--- src/rtl/alarm_bank_pkg.sv ---
// Shared types, BCD limits and helpers for the alarm bank.
//   state_e     : ring controller states
//   bcd_time_t  : four-digit BCD time hh:mm, most significant digit first
//   time_valid  : true when a BCD time lies inside 00:00-23:59
//   sat_dec     : minute counter decrement that stops at zero
package alarm_bank_pkg;

  localparam int unsigned DIGIT_W = 4;
  localparam int unsigned CNT_W   = 6;

  // Largest legal value of each BCD digit position
  localparam logic [DIGIT_W-1:0] MAX_MS_HR     = 4'd2;
  localparam logic [DIGIT_W-1:0] MAX_LS_HR     = 4'd9;
  localparam logic [DIGIT_W-1:0] MAX_LS_HR_20S = 4'd3;
  localparam logic [DIGIT_W-1:0] MAX_MS_MIN    = 4'd5;
  localparam logic [DIGIT_W-1:0] MAX_LS_MIN    = 4'd9;

  typedef enum logic [1:0] {
    ST_IDLE   = 2'd0,
    ST_RING   = 2'd1,
    ST_SNOOZE = 2'd2
  } state_e;

  typedef struct packed {
    logic [DIGIT_W-1:0] ms_hr;
    logic [DIGIT_W-1:0] ls_hr;
    logic [DIGIT_W-1:0] ms_min;
    logic [DIGIT_W-1:0] ls_min;
  } bcd_time_t;

  // Hours 20-23 restrict the units digit; 00-19 allow any decimal digit
  function automatic logic time_valid(input bcd_time_t t);
    logic hr_ok;
    if (t.ms_hr == MAX_MS_HR) begin
      hr_ok = (t.ls_hr <= MAX_LS_HR_20S);
    end else begin
      hr_ok = (t.ms_hr < MAX_MS_HR) && (t.ls_hr <= MAX_LS_HR);
    end
    return hr_ok && (t.ms_min <= MAX_MS_MIN) && (t.ls_min <= MAX_LS_MIN);
  endfunction

  function automatic logic [CNT_W-1:0] sat_dec(input logic [CNT_W-1:0] c);
    return (c == '0) ? '0 : c - CNT_W'(1);
  endfunction

endpackage

--- src/rtl/alarm_slot.sv ---
// One alarm slot: stored BCD time plus enable, with a combinational match.
//   clock, reset : clock and asynchronous active-high reset
//   wr_en        : load wr_time / wr_enable on this edge
//   cur_time     : current wall-clock time
//   alarm_time   : stored time (registered)
//   enabled      : stored enable (registered)
//   match_c      : slot enabled and stored time equals cur_time
module alarm_slot
  import alarm_bank_pkg::*;
(
  input  logic      clock,
  input  logic      reset,
  input  logic      wr_en,
  input  bcd_time_t wr_time,
  input  logic      wr_enable,
  input  bcd_time_t cur_time,
  output bcd_time_t alarm_time,
  output logic      enabled,
  output logic      match_c
);

  // Time and enable storage
  always_ff @(posedge clock or posedge reset) begin
    if (reset) begin
      alarm_time <= '0;
      enabled    <= 1'b0;
    end else if (wr_en) begin
      alarm_time <= wr_time;
      enabled    <= wr_enable;
    end
  end

  assign match_c = enabled && (alarm_time == cur_time);

endmodule

--- src/rtl/alarm_bank.sv ---
// Bank of alarm slots with a shared ring / snooze / auto-stop controller.
//   clock, reset            : clock and asynchronous active-high reset
//   load_new_a, wr_slot,
//   new_alarm_time_*,
//   new_enable              : slot write port (invalid writes pulse load_error)
//   rd_slot, alarm_time_*,
//   alarm_enabled           : combinational read port
//   cur_*, minute_tick      : current time and start-of-minute pulse
//   snooze, stop            : user pulses
//   alarm_ringing           : registered, high while ringing
//   ringing_slot            : slot that triggered the current ring
//   load_error              : one-cycle pulse after a rejected write
module alarm_bank
  import alarm_bank_pkg::*;
#(
  parameter int unsigned NUM_ALARMS       = 4,
  parameter int unsigned SNOOZE_MIN       = 9,
  parameter int unsigned RING_TIMEOUT_MIN = 5
) (
  input  logic                          clock,
  input  logic                          reset,
  input  logic                          load_new_a,
  input  logic [$clog2(NUM_ALARMS)-1:0] wr_slot,
  input  logic [3:0]                    new_alarm_time_ms_hr,
  input  logic [3:0]                    new_alarm_time_ls_hr,
  input  logic [3:0]                    new_alarm_time_ms_min,
  input  logic [3:0]                    new_alarm_time_ls_min,
  input  logic                          new_enable,
  input  logic [$clog2(NUM_ALARMS)-1:0] rd_slot,
  input  logic [3:0]                    cur_ms_hr,
  input  logic [3:0]                    cur_ls_hr,
  input  logic [3:0]                    cur_ms_min,
  input  logic [3:0]                    cur_ls_min,
  input  logic                          minute_tick,
  input  logic                          snooze,
  input  logic                          stop,
  output logic [3:0]                    alarm_time_ms_hr,
  output logic [3:0]                    alarm_time_ls_hr,
  output logic [3:0]                    alarm_time_ms_min,
  output logic [3:0]                    alarm_time_ls_min,
  output logic                          alarm_enabled,
  output logic                          alarm_ringing,
  output logic [$clog2(NUM_ALARMS)-1:0] ringing_slot,
  output logic                          load_error
);

  localparam int unsigned SW = $clog2(NUM_ALARMS);

  bcd_time_t wr_time;
  bcd_time_t cur_time;
  bcd_time_t rd_time;
  logic      rd_enabled;
  logic      write_ok;
  logic      kill_ring;

  bcd_time_t             slot_time [NUM_ALARMS];
  logic [NUM_ALARMS-1:0] slot_en;
  logic [NUM_ALARMS-1:0] slot_match;
  logic [NUM_ALARMS-1:0] slot_we;

  logic          hit;
  logic [SW-1:0] hit_idx;

  state_e        state_q, state_d;
  logic [CNT_W-1:0] timeout_q, timeout_d;
  logic [CNT_W-1:0] snooze_q, snooze_d;
  logic [SW-1:0] ringing_slot_d;
  logic          alarm_ringing_d;
  logic          load_error_d;

  assign wr_time  = '{ms_hr: new_alarm_time_ms_hr, ls_hr: new_alarm_time_ls_hr,
                      ms_min: new_alarm_time_ms_min, ls_min: new_alarm_time_ls_min};
  assign cur_time = '{ms_hr: cur_ms_hr, ls_hr: cur_ls_hr,
                      ms_min: cur_ms_min, ls_min: cur_ls_min};

  // Slot index is widened so non-power-of-two banks reject the unused codes
  assign write_ok = time_valid(wr_time) && (5'(wr_slot) < 5'(NUM_ALARMS));

  // Disabling the slot that is ringing or snoozing cancels the alarm
  assign kill_ring = load_new_a && write_ok && !new_enable && (wr_slot == ringing_slot);

  // Slot storage
  for (genvar g = 0; g < NUM_ALARMS; g++) begin : g_slot
    assign slot_we[g] = load_new_a && write_ok && (wr_slot == SW'(g));

    alarm_slot u_slot (
      .clock      (clock),
      .reset      (reset),
      .wr_en      (slot_we[g]),
      .wr_time    (wr_time),
      .wr_enable  (new_enable),
      .cur_time   (cur_time),
      .alarm_time (slot_time[g]),
      .enabled    (slot_en[g]),
      .match_c    (slot_match[g])
    );
  end

  // Read mux
  always_comb begin
    rd_time    = '0;
    rd_enabled = 1'b0;
    for (int i = 0; i < int'(NUM_ALARMS); i++) begin
      if (rd_slot == SW'(i)) begin
        rd_time    = slot_time[i];
        rd_enabled = slot_en[i];
      end
    end
  end

  assign alarm_time_ms_hr  = rd_time.ms_hr;
  assign alarm_time_ls_hr  = rd_time.ls_hr;
  assign alarm_time_ms_min = rd_time.ms_min;
  assign alarm_time_ls_min = rd_time.ls_min;
  assign alarm_enabled     = rd_enabled;

  // Lowest-index matching slot
  always_comb begin
    hit     = 1'b0;
    hit_idx = '0;
    for (int i = 0; i < int'(NUM_ALARMS); i++) begin
      if (!hit && slot_match[i]) begin
        hit     = 1'b1;
        hit_idx = SW'(i);
      end
    end
  end

  // Controller state and output registers
  always_ff @(posedge clock or posedge reset) begin
    if (reset) begin
      state_q       <= ST_IDLE;
      timeout_q     <= '0;
      snooze_q      <= '0;
      ringing_slot  <= '0;
      alarm_ringing <= 1'b0;
      load_error    <= 1'b0;
    end else begin
      state_q       <= state_d;
      timeout_q     <= timeout_d;
      snooze_q      <= snooze_d;
      ringing_slot  <= ringing_slot_d;
      alarm_ringing <= alarm_ringing_d;
      load_error    <= load_error_d;
    end
  end

  // Next state: stop and enable-clear beat snooze, snooze beats the timeout tick
  always_comb begin
    state_d         = state_q;
    timeout_d       = timeout_q;
    snooze_d        = snooze_q;
    ringing_slot_d  = ringing_slot;
    alarm_ringing_d = 1'b0;
    load_error_d    = load_new_a && !write_ok;

    unique case (state_q)
      ST_IDLE: begin
        if (minute_tick && hit) begin
          state_d        = ST_RING;
          ringing_slot_d = hit_idx;
          timeout_d      = CNT_W'(RING_TIMEOUT_MIN);
        end
      end
      ST_RING: begin
        if (stop || kill_ring) begin
          state_d = ST_IDLE;
        end else if (snooze) begin
          state_d  = ST_SNOOZE;
          snooze_d = CNT_W'(SNOOZE_MIN);
        end else if (minute_tick) begin
          timeout_d = sat_dec(timeout_q);
          if (timeout_d == '0) begin
            state_d = ST_IDLE;
          end
        end
      end
      ST_SNOOZE: begin
        if (stop || kill_ring) begin
          state_d = ST_IDLE;
        end else if (minute_tick) begin
          snooze_d = sat_dec(snooze_q);
          if (snooze_d == '0) begin
            state_d   = ST_RING;
            timeout_d = CNT_W'(RING_TIMEOUT_MIN);
          end
        end
      end
      default: state_d = ST_IDLE;
    endcase

    alarm_ringing_d = (state_d == ST_RING);
  end

endmodule
--- config.mk ---
export PLATFORM = sky130hd
export DESIGN_NAME = alarm_bank
export DESIGN_NICKNAME = d
export VERILOG_FILES = /design/src/rtl/alarm_bank_pkg.sv /design/src/rtl/alarm_slot.sv /design/src/rtl/alarm_bank.sv
export SDC_FILE = /design/constraint.sdc
export NUM_CORES = 1
export LEC_CHECK = 0
export BUFFER_PORTS_ARGS = -buffer_cell sky130_fd_sc_hd__buf_2
export CAP_MARGIN = 20
export CELL_PAD_IN_SITES_DETAIL_PLACEMENT = 0
export CELL_PAD_IN_SITES_GLOBAL_PLACEMENT = 1
export CORE_UTILIZATION = 51
export DETAILED_ROUTE_END_ITERATION = 6
export GPL_TIMING_DRIVEN = 1
export PLACE_DENSITY = 0.84
export SLEW_MARGIN = 30
export SYNTH_ARGS = -nofsm -noshare
export SYNTH_HDL_FRONTEND = slang
export SYNTH_HIERARCHICAL = 1
export SYNTH_SLANG_ARGS = --single-unit
--- constraint.sdc ---
create_clock -name clock -period 4 [get_ports clock]
set_clock_uncertainty 0.05 [all_clocks]
set_input_delay 0.6 -clock clock [delete_from_list [all_inputs] [get_ports clock]]
set_output_delay 0.6 -clock clock [all_outputs]
set_load 0.03 [all_outputs]
Word level (Yosys, flattened, before mapping)
Cells that the tools add are included.
{ "op_classes": {"div": 0, "order_cmp": 5, "multipliers": 0, "bitwise_logic": 0, "n_reduce_logical": 37, "eq_ne": 23, "n_addsub": 2, "shift": 0, "mux": 40} }
{ "op_table": {"columns": ["operator", "count"], "rows": [
  ["2-to-1 mux 6 bit", 13],
  ["== test 16 bit", 4],
  ["2-to-1 mux 16 bit", 4],
  ["logical NOT 6 bit", 4],
  ["2-to-1 mux 2 bit", 10],
  ["logical AND 1 bit", 19],
  ["case mux 6 bit (3 select lines)", 1],
  ["!= test 2 bit (second input constant)", 8],
  ["case mux 6 bit (2 select lines)", 1],
  ["subtractor 6 x 1 -> 6 bit (second input constant)", 2],
  ["== test 2 bit (second input constant)", 5],
  ["2-to-1 mux 1 bit", 10],
  ["== test 2 x 1 -> 1 bit (second input constant)", 4],
  ["<= comparator 4 bit (second input constant)", 2],
  ["AND reduction 8 bit", 1],
  ["logical NOT 2 bit", 3],
  ["case mux 2 bit (3 select lines)", 1],
  ["logical NOT 1 bit", 5],
  ["AND reduction 5 bit", 1],
  ["== test 4 x 2 -> 1 bit (second input constant)", 1],
  ["<= comparator 4 x 2 -> 1 bit (second input constant)", 1],
  ["<= comparator 4 x 3 -> 1 bit (second input constant)", 1],
  ["< comparator 4 x 2 -> 1 bit (second input constant)", 1],
  ["nonzero test 3 bit", 1],
  ["other kinds (4)", 4]
]} }
{ "word_totals": {"mem_count": 0, "latch_bits": 0, "reg_bits": 86, "mem_bits_rw": 0, "output_inout_bits": 21, "rom_bits": 0, "word_cells": 133} }

Depth between registers and ports, before layout
{ "logic_depth": {"ltp_word": 16, "mapped_depth": 9, "ltp_nobuf": 9} }

Cells and area by module
The synthesis kept the hierarchy.
{ "by_module_without_submodules": {"columns": ["module", "area_each_um2", "cells_each", "instances"], "rows": [
  ["alarm_slot", 812.0, 59, 4],
  ["alarm_bank", 1664.1, 166, 1]
]} }

Worst setup path after synthesis
Ideal clock, no wire load.
{ "synth_path": {"path_kind": "input-to-output", "from": "input rd_slot[0]", "to": "output alarm_time_ls_hr[0]", "path_slack_ps": 1350, "cell_stages": 3, "arrival_ps": 2000, "required_time_ps": 3350, "cell_sequence": "clkbuf_1 buf_2 mux4_2"} }
{ "synth_via": {"elab_chain_len": 5, "elab_cells_between_ends": 8, "classes_between": "3 x eq/ne; 4 x mux; 1 x reduce/logical"} }
{ "synth_rtl": {"columns": ["element", "line_no", "text"], "rows": [
  ["start: declaration", "alarm_bank.sv:29", "input logic [$clog2(NUM_ALARMS)-1:0] rd_slot,"],
  ["logical NOT 2 bit", "alarm_bank.sv:104", "if (rd_slot == SW'(i)) begin"],
  ["2-to-1 mux 16 bit (3 in a row)", "alarm_bank.sv:104", null],
  ["2-to-1 mux 16 bit (*)", "alarm_bank.sv:104", null],
  ["end: declaration", "alarm_bank.sv:38", "output logic [3:0] alarm_time_ls_hr,"]
]} }
Every way passes the cells marked *; elsewhere a longest branch is shown, timed or not.

Worst setup path after layout
{ "layout_path": {"from": "register g_slot[0].u_slot/alarm_time[0] in the netlist's numbering", "to": "register timeout_q[5]"} }
{ "layout_via": {"elab_chain_len": 15} }
{ "layout_rtl": {"columns": ["element", "line_no", "text"], "rows": [
  ["start: declaration", "alarm_slot.sv:17", "output bcd_time_t alarm_time,"],
  ["start signal: assignment", "alarm_slot.sv:28", "alarm_time <= wr_time;"],
  ["== test 16 bit (*)", "alarm_slot.sv:33", "assign match_c = enabled && (alarm_time == cur_time);"],
  ["logical AND 1 bit (*)", "alarm_slot.sv:33", null],
  ["net slot_match[0]", "alarm_bank.sv:58", "logic [NUM_ALARMS-1:0] slot_match;"],
  ["2-to-1 mux 1 bit (*)", "alarm_bank.sv:122", "if (!hit && slot_match[i]) begin"],
  ["logical NOT 1 bit", "alarm_bank.sv:122", null],
  ["logical AND 1 bit", "alarm_bank.sv:122", null],
  ["2-to-1 mux 1 bit (*)", "alarm_bank.sv:122", null],
  ["logical NOT 1 bit", "alarm_bank.sv:122", null],
  ["logical AND 1 bit", "alarm_bank.sv:122", null],
  ["2-to-1 mux 1 bit (*)", "alarm_bank.sv:122", null],
  ["logical NOT 1 bit", "alarm_bank.sv:122", null],
  ["logical AND 1 bit", "alarm_bank.sv:122", null],
  ["2-to-1 mux 1 bit (*)", "alarm_bank.sv:122", null],
  ["logical AND 1 bit (*)", "alarm_bank.sv:159", "if (minute_tick && hit) begin"],
  ["!= test 2 bit (no source line) (*)", null, null],
  ["AND reduction 8 bit (no source line) (*)", null, null],
  ["end signal: assignment", "alarm_bank.sv:140", "timeout_q <= timeout_d;"],
  ["end: declaration", "alarm_bank.sv:65", "logic [CNT_W-1:0] timeout_q, timeout_d;"]
]} }
Mark *: on every way through the listed nets, which the timed path passes. The rest lies on a longest branch.
A chain may end at the register's enable or synchronous reset.

==> flow_metrics.py <==
metrics = {
    "run_status": {
        "status": "finished clean",
    },
    "layout": {
        "drive_gt1_frac": 0.386,
        "nNetsFinal": 514,
        "area_delta_synth_final_pct": 14.4,
        "antenna_diodes": 0,
        "finish.utilization": 0.605,
        "filler_cell_count": 786,
    },
    "pwr": {
        "vdd.ir_drop.worst_uv": 208,
        "p_leak_nw": 2.58,
        "pwr_density_cell_nw_per_um2": 366,
    },
    "place": {
        "place_congestion": 0.882,
        "detailedPlacementHpwl_um": 8370,
        "placement.io_buffers": 63,
    },
    "flow_run": {
        "cap_violations": 0,
    },
    "synthesis": {
        "syn-cell-area_um2": 4910,
        "area_fraction_of_the_dominant_cell_type_after_synthesis": 0.438,
        "yosysMostFrequentCell": "dfrtp_1",
        "synthTopCellsByCount": "dfrtp_1 (86), mux2_2 (68), xnor2_1 (50), nor2_1 (20)",
        "synthAdderAreaFrac": 0.0102,
        "synthXorXnorAreaFrac": 0.119,
        "synth-compound-area-share": 0.0596,
        "synth_warnings": 6,
        "synth-edff-count": 0,
        "synth_top_cell_by_area": "dfrtp_1",
        "seq_area_frac_synth": 0.438,
        "synth_top_family_by_area": "multiplexers",
        "yosys.area_share.simple": 0.100,
        "netlist-cell-type-count": 51,
        "synth_top_cells_by_area": "dfrtp_1 (44%), mux2_2 (16%), xnor2_1 (8.9%)",
        "post_synth_mux_area_share": 0.248,
        "synthesis.nets": 449,
        "main_synth_ff_type": "dfrtp_1",
        "synth.avg_cell_area_um2": 12.2,
        "synthCells": 402,
        "asyncSetResetFlopFracSynth": 1.00,
        "postSynthRegisterBits": 86,
    },
    "setup_path": {
        "worst_r2r_startpoint": "g_slot[0].u_slot/alarm_time[0]",
        "critical_register_to_register_path_endpoint": "timeout_q[5]",
        "worst_ep_required_time_ps": 4190,
        "start_kind": "flop",
        "r2r.worst_path.cells": 8,
        "cp_data_arrival_time_ps": 2970,
        "ff2ff_setup_slack_ps": 1220,
        "worst_setup_ep_type": "flop",
        "critical_path.max_fanout": 6,
        "criticalPathCategory": "reg -> reg",
    },
    "die": {
        "floorplan.io_pins": 64,
        "die_height_um": 100,
        "core_um2": 9280,
        "core.rowCount": 35,
        "design.die.area_um2": 10000,
        "die_w_um": 100,
        "floorplan.initialDensity": 0.529,
    },
    "timing": {
        "hold_violations": 0,
        "layout_min_cycle_time_ps": 2780,
        "max-slew-margin-rel": 0.403,
        "grt_setup_unrepaired": "false",
        "timing.final.setup_violations": 0,
        "slew_violations": 0,
        "max_freq_mhz": 359,
        "finalCritPeriodShare": 0.696,
        "final_layout_setup_total_negative_slack_ps": 0,
        "worst_slew_pin_slew_ps": 894,
    },
    "route": {
        "drc_errors": 0,
        "detail_route.iter0.violations": 145,
        "detailedRoute.firstPassIterationCount": 4,
        "final_antenna_net_count": 0,
        "via_per_inst": 5.68,
        "routed-via-count": 3408,
        "routedWlPerCell_um": 19.6,
        "wl_um": 11800,
    },
    "global_route": {
        "first_global_vias": 3669,
        "grt_pass1_wl_um": 19500,
        "aggregate_global_routing_overflow": 0,
        "pin_count_of_the_biggest_net_entering_global_routing": 19,
        "grt_use_total": 0.258,
        "grt_antenna_before_repair": 0,
    },
    "min_path": {
        "hold_path_class": "in -> async",
    },
    "clock_network": {
        "insertion_delay_of_the_later_clocked_pin_in_the_worst_skew_pair_ps": 360,
        "ctsHoldBuffers": 0,
        "cts.clk_slew.worst_paths_ps": 90,
        "cts.path.max_buffers": 2,
        "cts-root-buf": "clkbuf_8",
        "clkSinkCount": 86,
        "cts_resized": 0,
        "postCtsSetupBuffers": 0,
        "cts_tree": "yes",
        "htree_levels": 3,
        "numCtsBuffers": 9,
    },
}
worst max-delay path, stage by stage (launching register included):
cell	delay, ps
dfrtp_1	430
xor2_1	150
nor4_1	380
nand4_1	190
nor4_2	380
nor4_1	180
a21oi_1	370
nand3_4	190
mux2_4	330
how the worst max path moves through the flow:
stage | start | end | slack (ps) | cells after the start
2_1_floorplan | rd_slot[0] | alarm_time_ls_hr[0] | 1350 | 3
3_3_place_gp | cur_ms_hr[2] | timeout_q[4] | 1040 | 9
3_5_place_dp | cur_ms_hr[2] | timeout_q[4] | 970 | 9
4_1_cts | g_slot[0].u_slot/alarm_time[14] | timeout_q[5] | 1270 | 8
5_1_grt | g_slot[1].u_slot/alarm_time[14] | timeout_q[5] | 1070 | 8
6_report | g_slot[0].u_slot/alarm_time[0] | timeout_q[5] | 1220 | 8
registers in the layout, summed over array words and instances, names as in the netlist:
register / flops
g_slot.u_slot/alarm_time: 64
snooze_q: 6
timeout_q: 6
g_slot.u_slot/enabled: 4
ringing_slot: 2
state_q: 2
alarm_ringing: 1
load_error: 1
stage by stage:
step	hold WS, ps	instance area (µm²)	cells	setup WS, ps	total power [mW]
floorplan	422	4910	402	1350	1.21
global placement	451	5380	585	1040	1.32
detailed placement	450	5380	585	971	1.32
CTS	379	5620	600	1270	2.07
global route	419	5620	600	1070	2.14
finish	346	5620	600	1220	2.06
placed cells by master, fill, tap and decap left out, drive strengths merged, types with 2 or more instances in the layout:
| cell type | n |
|---|---|
| dfrtp | 86 |
| mux2 | 70 |
| buf | 67 |
| xnor2 | 50 |
| nor2 | 20 |
| mux4 | 17 |
| xor2 | 17 |
| inv | 16 |
| nand2 | 15 |
| nand4 | 13 |
| clkbuf | 10 |
| o21ai | 9 |
| nor4 | 9 |
| a21oi | 8 |
| o31ai | 7 |
| nor3 | 6 |
| nand2b | 4 |
| or3 | 4 |
| mux2i | 4 |
| ha | 4 |
| nand3b | 3 |
| nor2b | 3 |
| bufinv | 3 |
| o22a | 2 |
| o22ai | 2 |
| o41ai | 2 |
| or2 | 2 |
| nand3 | 2 |
layout make-up:
| cell class | count | area (µm²) | area share |
|---|---|---|---|
| Multi-Input combinational cell | 288 | 2660 | 0.473 |
| Clock inverter | 5 | 106 | 0.0189 |
| Clock buffer | 10 | 138 | 0.0245 |
| Tap cell | 129 | 161 | 0.0287 |
| Sequential cell | 86 | 2150 | 0.383 |
| Inverter | 15 | 56.3 | 0.0100 |
| Timing Repair Buffer | 67 | 345 | 0.0615 |
kinds of logic (layout without fill, tap and decap cells):
logic type | after synthesis | after routing
AOI/OAI and AO/OA | 40 | 40
adders and majority gates | 4 | 4
DFF | 86 | 86
buffers and inverters | 28 | 97
and+or+nand+nor | 86 | 86
xor gates and xnor gates | 67 | 67
muxes | 91 | 91
power by group:
group	total (mW)	internal (mW)	switching [mW]
sequential	0.980	0.926	0.0538
clock	0.752	0.431	0.321
combinational	0.327	0.154	0.173
total	2.06	1.51	0.548
metal layers:
layer,global-route usage,part of all wire,vias up
li1,-,-,1586
met1,0.370,0.46,1731
met2,0.410,0.47,81
met3,0.0467,0.056,10
met4,0.0569,0.011,0
met5,0,0,-
Power figures use the tool's default switching activity.
